<file path="src/rtl/profile_session_ctrl.sv">
// profile_session_ctrl: validates a confirmed 3-bit profile code and runs the login session
//   clk, rst            clock, asynchronous active-high reset
//   profile             profile switches {A,B,C}, sampled on a confirm press
//   confirm, logout     debounced button levels; a press is a rising edge
//   session_active      high while a session is open
//   level               one-hot grant {adm, tester, user, guest}
//   err, locked         invalid-attempt and lockout indicators
//   tries               consecutive invalid attempts
// Outputs are registered images of the state, so they trail the state by one cycle.
module profile_session_ctrl #(
   parameter int MAX_TRIES      = 3,
   parameter int ERR_CYCLES     = 4,
   parameter int LOCK_CYCLES    = 16,
   parameter int SESSION_CYCLES = 64
) (
   input  logic       clk,
   input  logic       rst,
   input  logic [2:0] profile,
   input  logic       confirm,
   input  logic       logout,
   output logic       session_active,
   output logic [3:0] level,
   output logic       err,
   output logic       locked,
   output logic [1:0] tries
);
   localparam int MX = SESSION_CYCLES > LOCK_CYCLES ?
                       (SESSION_CYCLES > ERR_CYCLES ? SESSION_CYCLES : ERR_CYCLES) :
                       (LOCK_CYCLES > ERR_CYCLES ? LOCK_CYCLES : ERR_CYCLES);
   localparam int CW = MX > 2 ? $clog2(MX) : 1;

   typedef enum logic [2:0] {IDLE, CHECK, ACTIVE, ERROR, LOCKED} state_t;

   state_t          state, state_n;
   logic [CW-1:0]   cnt, cnt_n;
   logic [1:0]      tries_r, tries_n;
   logic [2:0]      code_r, code_n;
   logic [3:0]      lvl_r, lvl_n, grant;
   logic            confirm_q, logout_q;
   logic            c_press, l_press;

   assign c_press = confirm & ~confirm_q;
   assign l_press = logout & ~logout_q;
   assign grant = code_r == 3'b110 ? 4'b1000 :
                  code_r == 3'b101 ? 4'b0100 :
                  code_r == 3'b011 ? 4'b0010 :
                  code_r == 3'b001 ? 4'b0001 : 4'b0000;

   always_comb begin
      state_n = state;
      cnt_n   = cnt;
      tries_n = tries_r;
      code_n  = code_r;
      lvl_n   = lvl_r;
      case (state)
         IDLE: begin
            if (c_press) begin
               code_n  = profile;
               state_n = CHECK;
            end
         end
         CHECK: begin
            cnt_n = '0;
            if (grant != 4'b0000) begin
               state_n = ACTIVE;
               lvl_n   = grant;
               tries_n = 2'd0;
            end else if (tries_r + 2'd1 == 2'(MAX_TRIES)) begin
               state_n = LOCKED;
               tries_n = 2'(MAX_TRIES);
            end else begin
               state_n = ERROR;
               tries_n = tries_r + 2'd1;
            end
         end
         ERROR: begin
            cnt_n = cnt + 1'b1;
            if (cnt == CW'(ERR_CYCLES - 1)) begin
               state_n = IDLE;
               cnt_n   = '0;
            end
         end
         LOCKED: begin
            cnt_n = cnt + 1'b1;
            if (cnt == CW'(LOCK_CYCLES - 1)) begin
               state_n = IDLE;
               cnt_n   = '0;
               tries_n = 2'd0;
            end
         end
         ACTIVE: begin
            // logout beats both a concurrent confirm and a concurrent timeout
            if (l_press) begin
               state_n = IDLE;
               cnt_n   = '0;
            end else if (c_press) begin
               cnt_n = '0;
            end else if (cnt == CW'(SESSION_CYCLES - 1)) begin
               state_n = IDLE;
               cnt_n   = '0;
            end else begin
               cnt_n = cnt + 1'b1;
            end
         end
         default: state_n = IDLE;
      endcase
   end

   always_ff @(posedge clk or posedge rst) begin
      if (rst) begin
         state          <= IDLE;
         cnt            <= '0;
         tries_r        <= 2'd0;
         code_r         <= 3'b000;
         lvl_r          <= 4'b0000;
         // copies reset high so a button held through reset is not a press
         confirm_q      <= 1'b1;
         logout_q       <= 1'b1;
         session_active <= 1'b0;
         level          <= 4'b0000;
         err            <= 1'b0;
         locked         <= 1'b0;
         tries          <= 2'd0;
      end else begin
         state          <= state_n;
         cnt            <= cnt_n;
         tries_r        <= tries_n;
         code_r         <= code_n;
         lvl_r          <= lvl_n;
         confirm_q      <= confirm;
         logout_q       <= logout;
         session_active <= state == ACTIVE;
         level          <= state == ACTIVE ? lvl_r : 4'b0000;
         err            <= state == ERROR;
         locked         <= state == LOCKED;
         tries          <= tries_r;
      end
   end
endmodule

</file>
<file path="config.mk">
export PLATFORM = sky130hd
export DESIGN_NAME = profile_session_ctrl
export DESIGN_NICKNAME = d
export VERILOG_FILES = /design/src/rtl/profile_session_ctrl.sv
export SDC_FILE = /design/constraint.sdc
export NUM_CORES = 1
export LEC_CHECK = 0
export CAP_MARGIN = 20
export CORE_ASPECT_RATIO = 1.25
export CORE_MARGIN = 1
export CORE_UTILIZATION = 60
export CTS_CLUSTER_DIAMETER = 100
export DETAILED_ROUTE_END_ITERATION = 6
export DONT_BUFFER_PORTS = 1
export PLACE_DENSITY = 0.74
export SYNTH_ARGS = -nofsm -noshare
export SYNTH_HDL_FRONTEND = slang
export SYNTH_SLANG_ARGS = --single-unit
</file>
<file path="constraint.sdc">
create_clock -name clk -period 2.2 [get_ports clk]
set_input_delay 0.33 -clock clk [delete_from_list [all_inputs] [get_ports clk]]
set_output_delay 0.33 -clock clk [all_outputs]
set_load 0.02 [all_outputs]
</file>
Word level (Yosys, flattened, before mapping). Index checks and enable logic that the tools add are counted.

Register bits: 29. Bits of input ports: 7.

$add $sub $neg: 2. Eq/ne operators: 17. Mux-type cells: 24. Bitwise operators: 4. Reduce and logical (&&, ||, !) cells: 8.

Operators with widths (number): $mux 6 (5); $mux 3 (9); $pmux 6 s4 (1); $pmux 3 s5 (1); $eq 3x2->1 const B (3); $eq 3x3->1 const B (3); $mux 2 (4); $mux 4 (2); $reduce_bool 4->1 (2); $add 6x1->6 const B (1); $eq 3x1->1 const B (2); $eq 6x2->1 const B (1); $eq 6x4->1 const B (1); $eq 6x6->1 const B (1); $ne 2x2->1 const B (3); $ne 3x3->1 const B (2); $reduce_and 2->1 (3); $reduce_and 5->1 (1); $pmux 2 s2 (1); $logic_not 3->1 (1); $add 2x1->2 const B (1); $and 1x1->1 (2); $eq 2x2->1 const B (1); $not 1->1 (2); 2 further kinds (2).

Depth between registers and ports, before layout.
Depth after elaboration: 8. Depth in mapped cells: 7.

Worst setup path before layout. Ideal clock, no wire load.

Kind: reg-to-reg. Start: register cnt[0]. End: register cnt[0]. Library setup time: 125 ps. Data arrival time: 1519 ps. Slack: 557 ps. Stages on the path, launching flop included: 8. Path buffers: 1. Clock period less this slack: 1643 ps. Path through: dfrtp_1 > ha_1 > and3_1 > buf_4 > nand3_4 > a221oi_2 > inv_2 > mux2_2.

Word-level cells in the longest chain between the ends: 5.

Ends and longest elaborated chain: from (decl) (line 35) `logic [CW-1:0] cnt, cnt_n;`; from (signal assigned) (line 126) `cnt <= cnt_n;`; $add 6x1->6 or $eq 6x6->1 (tied branches); $mux 6 (line 98) `end else if (cnt == CW'(SESSION_CYCLES - 1)) begin`; $mux 6 (line 96) `end else if (c_press) begin`; $mux 6 (line 93) `if (l_press) begin`; $pmux 6 s4 * (line 55) `case (state)`.

Every way passes the cells marked *; elsewhere a longest branch is shown, timed or not. A chain may end at the register's enable or synchronous reset.

Worst setup path after layout.
Start: register cnt[1]. End: register cnt[0].

Word-level cells in the longest chain between the ends: 5.

Ends and longest elaborated chain (line): $eq 6x6->1 (98); $mux 6 (98); $mux 6 (96); $mux 6 (93); $pmux 6 s4 * (55).

Marked as above.

==> run metrics <==
Die Wd roughly 45 um; RSZ-0062 raised after global routing no; Crit Path Class reg2reg; post-place instance area between 0.001 and 0.0015 mm2; max_cap viols 0; Fmax achieved between 500 and 600 MHz; Critical Path Start Type flop; TritonCTS buffer count 5; Die Y between 50 and 60 um; hold endpoint code_r[0]$_DFFE_PP0P_; count leader, synth dfrtp_1; Avg Inst Size Synth ~10 um2; GRT Total Usage 0.248; I/O pins 16; crit path time final between 1.5 and 2 ns; count of buffers from port buffering 0; most frequent cells after synthesis 27 x dfrtp_1, 13 x nand2_1, 8 x a21oi_1, 8 x nor2_1; Final period util 0.824; crit-path cells ha_1, and3_1, nand3_4, a221oi_2, inv_2, mux2_2; Max rail drop VDD 797 uV; fill cell count 189; Worst R2R Setup Slack ~0.39 ns; Mapped Cells around 130; yosys warns 0; Ant. Diodes 0; Total Wirelength between 2 and 2.5 mm; Detailed Route Iter0 Violations 30; Worst path max stage delay between 0.3 and 0.4 ns; first-pass GRT wire length roughly 4.3 mm; Hold Path Class in2reg; CTS tree built; hold path start profile[0]; core footprint between 0.002 and 0.0025 mm2; reg2reg path depth 6; HPWL after detailed placement approximately 1.8 mm; ys flop type dfrtp_1; Initial Utilization 0.629; Slew @ Worst Pin approximately 0.47 ns; DRT antenna net count 0; clock sink total 29; FF-to-FF End cnt[0]$_DFFE_PP0P_; WP buf/inv 1; Vias 1,034; CTS root buffer clkbuf_4; placer congestion estimate slightly below 0.9; asr flop ratio synth 1.00; Gates resized, CTS repair 0; Clock transition at path regs around 0.090 ns; row count 19; distinct cell type count after synthesis 44; DRC 0; Hold Vio Cnt, Final 0; design area about 0.0015 mm2; Leakage 0.697 nW; CTS Buffer Depth 2; Final WS setup 0.387 ns; Seq/Total Area, Yosys 0.529; dominant cell type by area after synthesis dfrtp_1; hold_ws 0.112 ns; synth top area cells dfrtp_1 49%, dfstp_2 3.8%, nand2_1 3.5%; worst rel slew slack 0.685; final setup violation count 0; Setup Skew slightly below 0.005 ns; critical path peak fanout 6; global route total overflow 0; outcome completed; Min-Delay Path Depth 2; Nets between 100 and 150; postcts setup bufs 0; Fin Setup TNS 0 ns; Post-synth EDFFs 0; Pwr Density roughly 1300 mW/mm2; Via density ~6; Syn Nets ~140; dpl ws ~0.39 ns; Pins Over Slew Limit 0; drt pass-1 iters 4; flops & latches, synth 29; share of cells above drive strength 1 0.170; Worst setup EP type flop; worst path required time around 2.4 ns; largest net degree at the start of global routing 30; Die ar. between 0.002 and 0.0025 mm2; initial antenna violation count 0; WL per Instance between 10 and 15 um; Slowest cell on crit path dfrtp_1; number of global-route vias before repair 998; clock latency at the later pin of the worst-skew pair between 0.3 and 0.4 ns; r2r startpoint cnt[1]$_DFFE_PP0P_; top cell type's share of synthesized area 0.491; Layout area overhead 8.91%; family with the most delay on the worst path simple AND/OR/NAND/NOR gates; htree depth 2; Synth Cell Area 0.00138 mm2; critical path arrival a little over 2 ns
-- what timing repair did --
item / in CTS / in global routing
endpoints found under the setup margin: 0 / 0
hold buffers: 3 / 0
hold endpoints to repair: 29 / 0
-- metrics by stage --
step | utilization | total power [mW] | std cells
6_report | 0.685 | 1.88 | 172
5_1_grt | 0.685 | 2.03 | 172
4_1_cts | 0.685 | 1.89 | 172
3_5_place_dp | 0.640 | 1.51 | 161
3_3_place_gp | 0.640 | 1.49 | 161
2_1_floorplan | - | 1.38 | 134
-- power breakdown --
group,internal [mW],switching [mW]
Combinational,0.252,0.319
Sequential,0.696,0.238
Clock,0.185,0.188
-- worst max path at each step --
stage	from	endpoint	slack (ns)	cells after the start
after global routing	cnt[1]$_DFFE_PP0P_	cnt[0]$_DFFE_PP0P_	0.26	6
final	cnt[1]$_DFFE_PP0P_	cnt[0]$_DFFE_PP0P_	0.39	6
after CTS	cnt[0]$_DFFE_PP0P_	cnt[0]$_DFFE_PP0P_	0.39	6
after floorplan	cnt[0]$_DFFE_PP0P_	cnt[0]$_DFFE_PP0P_	0.56	7
after global placement	cnt[0]$_DFFE_PP0P_	cnt[0]$_DFFE_PP0P_	0.45	6
after detailed placement	cnt[0]$_DFFE_PP0P_	cnt[0]$_DFFE_PP0P_	0.39	6
-- metal layers --
| metal | GRT usage | wire length [um] | vias up |
|---|---|---|---|
| met2 | 0.387 | 1250 | 31 |
| li1 | - | - | 487 |
| met5 | 0 | 0 | - |
| met1 | 0.272 | 1030 | 508 |
| met4 | 0.169 | 81 | 0 |
| met3 | 0.0882 | 103 | 8 |
-- placed cells by master (no fill, tap or decap), drive strengths merged, types with 2 or more instances in the layout --
| cell | netlist | final |
|---|---|---|
| o31ai | 2 | 2 |
| or3b | 2 | 2 |
| nor2b | 2 | 2 |
| a21o | 4 | 4 |
| a21oi | 9 | 9 |
| nor2 | 9 | 9 |
| dlygate4sd3 | 0 | 3 |
| nand2 | 13 | 13 |
| clkbuf | 3 | 7 |
| nor3 | 2 | 2 |
| a31oi | 4 | 4 |
| a221oi | 2 | 2 |
| ha | 2 | 2 |
| o21ai | 8 | 8 |
| and2 | 4 | 4 |
| dfrtp | 27 | 27 |
| nor4 | 2 | 2 |
| nand2b | 5 | 5 |
| or3 | 3 | 3 |
| nand3 | 6 | 6 |
| dfstp | 2 | 2 |
| inv | 6 | 6 |
| mux2 | 3 | 3 |
-- state kept, by name, summed over array words and instances (netlist names) --
signal          flops
cnt                 6
code_r              3
confirm_q           1
err                 1
level               4
locked              1
logout_q            1
lvl_r               4
session_active      1
state               3
tries               2
tries_r             2
-- kinds of logic (layout without fill, tap and decap cells) --
family	count (synthesis)	in the layout	share of synthesized area
muxes	3	3	0.0245
buffers and inverters	11	18	0.0336
adders and majority gates	2	2	0.0182
and+or+nand+nor	52	52	0.215
AOI/OAI and AO/OA	37	37	0.180
DFF	29	29	0.529
-- layout make-up --
| cell class | count | area, um2 | area share |
|---|---|---|---|
| Tap cell | 31 | 38.8 | 0.0259 |
| Inverter | 6 | 22.5 | 0.0150 |
| Sequential cell | 29 | 728 | 0.486 |
| Clock buffer | 7 | 65.1 | 0.0434 |
| Multi-Input combinational cell | 94 | 602 | 0.402 |
| Timing Repair Buffer | 4 | 37.5 | 0.0250 |
| Clock inverter | 1 | 5.00 | 0.00334 |
Power figures use the tool's default switching activity.
